### config.mk
export PLATFORM = sky130hd
export DESIGN_NAME = vr_log_range_reader
export DESIGN_NICKNAME = d
export VERILOG_FILES = /design/src/rtl/vr_log_range_reader.sv
export SDC_FILE = /design/constraint.sdc
export NUM_CORES = 2
export LEC_CHECK = 0
export ABC_AREA = 1
export CAP_MARGIN = 30
export CORE_AREA = 2 2 471 473
export DETAILED_ROUTE_END_ITERATION = 8
export DIE_AREA = 0 0 473 475
export DONT_BUFFER_PORTS = 1
export PLACE_DENSITY = 0.3
export SLEW_MARGIN = 40
export SYNTH_ARGS = -nofsm -noshare
export SYNTH_HDL_FRONTEND = slang
export SYNTH_SLANG_ARGS = --single-unit
### constraint.sdc
create_clock -name clk -period 2.7 [get_ports clk]
set_input_delay 0.27 -clock clk [delete_from_list [all_inputs] [get_ports clk]]
set_output_delay 0.27 -clock clk [all_outputs]
set_load 0.02 [all_outputs]
### src/rtl/vr_log_range_reader.sv
// ---------------------------------------------------------------------------
// vr_log_range_reader
//   Two-pass reader for a circular replicated-operation header log.
//   Pass 1 walks N headers, sums their data-line counts, captures the last
//   header and offers a size summary. Pass 2 streams each header beat,
//   optionally followed by its data lines, on a valid/ready output.
//
// Ports
//   clk, rst                          clock, synchronous active-high reset
//   req_*                             request: start index, entry count, mode
//   hdr_rd_req_* / hdr_rd_resp_*      header memory read port
//   data_rd_req_* / data_rd_resp_*    data memory read port
//   size_*                            pass-1 summary (total lines, last header)
//   out_*                             pass-2 stream (header or data beats)
//   busy                              high whenever the FSM is not idle
// ---------------------------------------------------------------------------
module vr_log_range_reader #(
  parameter int IDX_W   = 8,
  parameter int CNT_W   = 8,
  parameter int LINES_W = 8,
  parameter int DADDR_W = 12,
  parameter int HDR_W   = 64,
  parameter int DATA_W  = 512
) (
  input  logic                       clk,
  input  logic                       rst,

  input  logic                       req_val,
  output logic                       req_rdy,
  input  logic [IDX_W-1:0]           req_start_idx,
  input  logic [CNT_W-1:0]           req_num_entries,
  input  logic                       req_hdrs_only,

  output logic                       hdr_rd_req_val,
  input  logic                       hdr_rd_req_rdy,
  output logic [IDX_W-1:0]           hdr_rd_req_addr,
  input  logic                       hdr_rd_resp_val,
  output logic                       hdr_rd_resp_rdy,
  input  logic [HDR_W-1:0]           hdr_rd_resp_data,

  output logic                       data_rd_req_val,
  input  logic                       data_rd_req_rdy,
  output logic [DADDR_W-1:0]         data_rd_req_addr,
  input  logic                       data_rd_resp_val,
  output logic                       data_rd_resp_rdy,
  input  logic [DATA_W-1:0]          data_rd_resp_data,

  output logic                       size_val,
  input  logic                       size_rdy,
  output logic [LINES_W+CNT_W-1:0]   size_total_lines,
  output logic [HDR_W-1:0]           size_last_hdr,

  output logic                       out_val,
  input  logic                       out_rdy,
  output logic [DATA_W-1:0]          out_data,
  output logic                       out_is_hdr,
  output logic                       out_last,

  output logic                       busy
);

  localparam int TOT_W = LINES_W + CNT_W;

  typedef enum logic [3:0] {
    IDLE, P1_REQ, P1_RESP, SIZE_OUT, P2_HREQ, P2_HRESP,
    HDR_OUT, D_REQ, D_RESP, D_OUT
  } state_t;

  state_t              state;
  logic [IDX_W-1:0]    start;
  logic [CNT_W-1:0]    num;
  logic                hdrs_only;
  logic [CNT_W-1:0]    i;         // entry index within the request
  logic [LINES_W-1:0]  j;         // data line index within the entry
  logic [TOT_W-1:0]    total;
  logic [HDR_W-1:0]    last_hdr;
  logic [HDR_W-1:0]    hdr;       // pass-2 header of the current entry
  logic [DADDR_W-1:0]  daddr;
  logic [DATA_W-1:0]   line;

  logic [LINES_W-1:0]  cur_lines;
  logic [LINES_W-1:0]  resp_lines;
  logic                last_entry;
  logic                no_data;
  logic                last_line;

  assign cur_lines  = hdr[LINES_W-1:0];
  assign resp_lines = hdr_rd_resp_data[LINES_W-1:0];
  assign last_entry = (i == num - CNT_W'(1));
  assign no_data    = hdrs_only || (cur_lines == '0);
  assign last_line  = (j == cur_lines - LINES_W'(1));

  // Every output is a decode of registered state and payload registers,
  // so nothing here depends combinationally on an input.
  assign req_rdy          = (state == IDLE);
  assign busy             = (state != IDLE);
  assign hdr_rd_req_val   = (state == P1_REQ) || (state == P2_HREQ);
  assign hdr_rd_req_addr  = start + IDX_W'(i);   // wraps mod 2^IDX_W
  assign hdr_rd_resp_rdy  = (state == P1_RESP) || (state == P2_HRESP);
  assign data_rd_req_val  = (state == D_REQ);
  assign data_rd_req_addr = daddr;
  assign data_rd_resp_rdy = (state == D_RESP);
  assign size_val         = (state == SIZE_OUT);
  assign size_total_lines = size_val ? total : '0;
  assign size_last_hdr    = size_val ? last_hdr : '0;
  assign out_val          = (state == HDR_OUT) || (state == D_OUT);
  assign out_is_hdr       = (state == HDR_OUT);
  assign out_data         = (state == HDR_OUT) ? DATA_W'(hdr) :
                            (state == D_OUT)   ? line : '0;
  assign out_last         = ((state == HDR_OUT) && last_entry && no_data) ||
                            ((state == D_OUT) && last_entry && last_line);

  // NOTE: sequential state uses non-blocking assignments so every register
  // samples the pre-edge values of its peers, independent of statement order.
  always_ff @(posedge clk) begin
    if (rst) begin
      state     <= IDLE;
      start     <= '0;
      num       <= '0;
      hdrs_only <= 1'b0;
      i         <= '0;
      j         <= '0;
      total     <= '0;
      last_hdr  <= '0;
      hdr       <= '0;
      daddr     <= '0;
      line      <= '0;
    end else begin
      unique case (state)
        IDLE: if (req_val) begin
          start     <= req_start_idx;
          num       <= req_num_entries;
          hdrs_only <= req_hdrs_only;
          i         <= '0;
          total     <= '0;
          last_hdr  <= '0;
          state     <= (req_num_entries == '0) ? SIZE_OUT : P1_REQ;
        end
        P1_REQ: if (hdr_rd_req_rdy) state <= P1_RESP;
        P1_RESP: if (hdr_rd_resp_val) begin
          total <= total + TOT_W'(resp_lines);
          if (last_entry) begin
            last_hdr <= hdr_rd_resp_data;
            i        <= '0;
            state    <= SIZE_OUT;
          end else begin
            i     <= i + CNT_W'(1);
            state <= P1_REQ;
          end
        end
        SIZE_OUT: if (size_rdy) state <= (num == '0) ? IDLE : P2_HREQ;
        P2_HREQ: if (hdr_rd_req_rdy) state <= P2_HRESP;
        P2_HRESP: if (hdr_rd_resp_val) begin
          hdr   <= hdr_rd_resp_data;
          daddr <= hdr_rd_resp_data[LINES_W +: DADDR_W];
          j     <= '0;
          state <= HDR_OUT;
        end
        HDR_OUT: if (out_rdy) begin
          if (!no_data) begin
            state <= D_REQ;
          end else if (last_entry) begin
            state <= IDLE;
          end else begin
            i     <= i + CNT_W'(1);
            state <= P2_HREQ;
          end
        end
        D_REQ: if (data_rd_req_rdy) state <= D_RESP;
        D_RESP: if (data_rd_resp_val) begin
          line  <= data_rd_resp_data;
          state <= D_OUT;
        end
        D_OUT: if (out_rdy) begin
          daddr <= daddr + DADDR_W'(1);   // wraps mod 2^DADDR_W
          j     <= j + LINES_W'(1);
          if (!last_line) begin
            state <= D_REQ;
          end else if (last_entry) begin
            state <= IDLE;
          end else begin
            i     <= i + CNT_W'(1);
            state <= P2_HREQ;
          end
        end
        default: state <= IDLE;
      endcase
    end
  end

endmodule

==> Implementation_results.wiki <==
{| class="wikitable"
! Metric !! Value
|-
| Sink of the worst hold path || state[2]
|-
| TritonCTS clock tree || yes
|-
| Worst max-slew margin expressed relative to the limit || 49.78%
|-
| Most Frequent Cell on Critical Path || nand2_1
|-
| Final core utilization || 21.49%
|-
| Root Driver || clkbuf_16
|-
| Die width || 473 um
|-
| Fillers || 24,610
|-
| Number of cells traversed by the worst hold path || 5
|-
| Number of buffers inserted by port buffering || 0
|-
| Final Critical Period || 2678 ps
|-
| Max-slew violation count || 0
|-
| CTS H-tree depth || 3
|-
| Number of hold violations in the final report || 0
|-
| Post-detailed-route count of antenna-violating nets || 0
|-
| Clock skew || 22.01 ps
|-
| Seq/Total Area, Yosys || 46.83%
|-
| Cell total after placement || 7,218
|-
| Measured slew at the worst slew-check pin || 753.3 ps
|-
| Clock buffers created by TritonCTS || 97
|-
| Highest-count cells in the layout ignoring fill and taps || a21oi_1 (718), inv_1 (709), dfxtp_1 (690)
|-
| Worst supply voltage drop on vdd || 0.0005021 V
|-
| Unrepaired setup endpoints after global routing || yes
|-
| Routed met1 length || 67,260 um
|-
| Max Freq || 0.3734 GHz
|-
| Residual DRC count || 0
|-
| Net count of the mapped netlist || 4,853
|-
| Run status || completed
|-
| PD cells || 590.6 nW/um^2
|-
| Overall fraction of global-route tracks in use || 13.77%
|-
| Share of async-settable or async-resettable flops after synthesis || 0%
|-
| DR WL met3 || 11,160 um
|-
| Total power || 0.02781 W
|-
| Std cell rows || 172
|-
| Critical-path top delay cell || dfxtp_2
|-
| Placeable core region || 219,100 um^2
|-
| Crit. End Element || output pin
|-
| Ys flop type || dfxtp_1
|-
| Placed wire-length estimate || 121,200 um
|-
| Via count of the first global-routing pass || 30,800
|-
| Drt total wl || 163,500 um
|-
| Routed wire length on met2 || 79,580 um
|-
| WP data arrival || 2410 ps
|-
| Die H || 475 um
|-
| Initial DRT Pass Iterations || 5
|-
| Biggest fanout along the worst timing path || 2
|-
| Synthesized area per cell || 7.128 um^2
|-
| Data required, critical path || 2430 ps
|-
| Sink count of the clock tree || 705
|-
| Final setup viols || 0
|-
| Final global-route overflow total || 0
|-
| Startpoint of the most critical register-to-register path || state[3]
|-
| Total number of yosys warnings || 0
|-
| Initial core utilization || 13.76%
|-
| First-pass GRT wire length || 226,900 um
|-
| Final worst path period share || 99.18%
|-
| Initial DRC count || 1,342
|-
| Crit start category || flop
|-
| Die area || 224,700 um^2
|-
| Number of synthesized register bits || 705
|-
| Buffer depth of the longest clock path || 3
|-
| Register clock-pin slew on the reported worst setup and hold paths || 60 ps
|-
| Routed via count || 31,320
|-
| Worst path max stage delay || 340 ps
|-
| Register-to-register setup slack || 210 ps
|-
| Crit path cell chain || inv_2, ha_4, inv_1, nand2_1, nand2_1, nand2_1, nor2_1, nand2_1, nor2_2, nand2_1, nor2_2, nand2_2, o22ai_2, buf_6
|-
| Total Nets Final || 5,732
|-
| Share of layout cells above drive strength 1 || 18.31%
|-
| Crit path kind || flop to output pin
|-
| Mapped Cells || 4,228
|-
| Clock insertion delay at the later pin of the skew report || 710 ps
|-
| Number of antenna violations at the first check in global routing || 54
|-
| Leakage Power || 16.17 nW
|-
| Netlist Area Pre-Place || 30,140 um^2
|-
| P&R area growth vs syn || 56.26%
|-
| Reg2reg path depth || 11
|-
| Maximum number of pins on one net before global-route repair || 130
|-
| Per-cell routed wire length || 20.26 um
|-
| Last weighted congestion value of the routability-driven placer || 0.7973
|-
| Number of primary I/O pins || 1,224
|-
| Distinct cell type count of the synthesized netlist || 38
|-
| Worst hold margin || 41.21 ps
|-
| EDFF count, synth || 0
|-
| HP Class || primary input to flop
|-
| Top routing layer used || met5
|-
| Maximum capacitance violations || 0
|-
| Per-cell via count in the routed design || 3.880
|-
| Number of cells in the finished layout apart from fillers || 8,071
|-
| Worst min-delay path startpoint || size_rdy
|-
| Most frequent standard cell in the layout excluding fill and tap cells || a21oi_1
|-
| Worst flop-to-flop path endpoint || line[62]
|}
worst max-delay path by stage:
stage | startpoint | to | slack [ps] | cells after the start
3_5_place_dp | num[0] | last_hdr[39] | 290 | 15
3_3_place_gp | state[3] | line[7] | -50 | 9
2_1_floorplan | i[0] | hdr_rd_req_addr[6] | 540 | 7
4_1_cts | num[0] | out_last | -180 | 13
6_report | hdr[1] | out_last | 20 | 14
5_1_grt | num[0] | out_last | -160 | 13
per-layer routing:
layer | vias up | global-route usage (%)
li1 | 15360 | -
met1 | 14640 | 15.98
met2 | 1020 | 24.08
met3 | 252 | 4.173
met4 | 48 | 4.249
met5 | - | 0
kinds of logic after synthesis:
family	synth area share, %
simple gates	13.54
flops	46.83
fa+ha+maj	1.005
xor+xnor	0.7266
buf+inv	13.66
compound gates	24.24
critical path: cells and delay by family (launching register included):
family,cells,cell delay [ps]
and+or+nand+nor,9,760
DFF,1,340
buffers and inverters,3,250
adders and majority gates,1,230
AOI/OAI and AO/OA,1,110
metrics by stage:
step | worst slack [ps] | TNS (ps) | area [um^2]
final | 22.18 | 0 | 47090
after global routing | -155.1 | -359.5 | 47070
after CTS | -176.4 | -399.9 | 46870
after detailed placement | 286.5 | 0 | 36090
after global placement | -50.48 | -50.48 | 36090
after floorplan | 539.3 | 0 | 30140
power by group:
group	leakage (nW)	internal (W)	switching [W]
Sequential	5.69	0.0106	0.000144
Clock	1.53	0.00773	0.00535
Combinational	8.96	0.00145	0.00256
Total	16.2	0.0198	0.00806
synthesized netlist by cell type, drive strengths merged, types with 9 or more instances:
cell type    n  share of area (%)
nor2       591                7.4
clkbuf     234                2.9
inv        728                9.1
o22ai       68                1.4
buf         80                1.7
o21ai      630                 10
nand4       71                1.5
xor2        14               0.41
ha          21               0.87
dfxtp      705                 47
xnor2       11               0.32
nand2      259                3.3
nand3       57               0.95
a21oi      720                 12
nor3         9               0.19
registers in the layout, summed over array words and instances, names as in the netlist:
signal            count
total                16
i                     8
last_hdr             64
hdrs_only             1
num                   8
line                512
j                     8
state                 4
start                 8
data_rd_req_addr     12
hdr                  64
timing repair:
action / in CTS / in global routing
setup buffers: 24 / 4
cloned: 11 / 0
hold buffers: 623 / 0
setup endpoints to repair: 535 / 68
hold endpoints to repair: 693 / 0
pin swaps: 18 / 15
gates resized for setup: 305 / 38
area by class of cell:
class	instances	area [um^2]	share of cell area, %
well taps	2871	3592	7.628
diodes	22	55.05	0.1169
inverters	730	2760	5.861
clock buffers	137	2750	5.840
multi-input cells	2480	12850	27.30
flip-flops and latches	705	14140	30.04
clock inverters	33	389.1	0.8263
repair buffers	1093	10540	22.39
(Power assumes the default switching activity.)
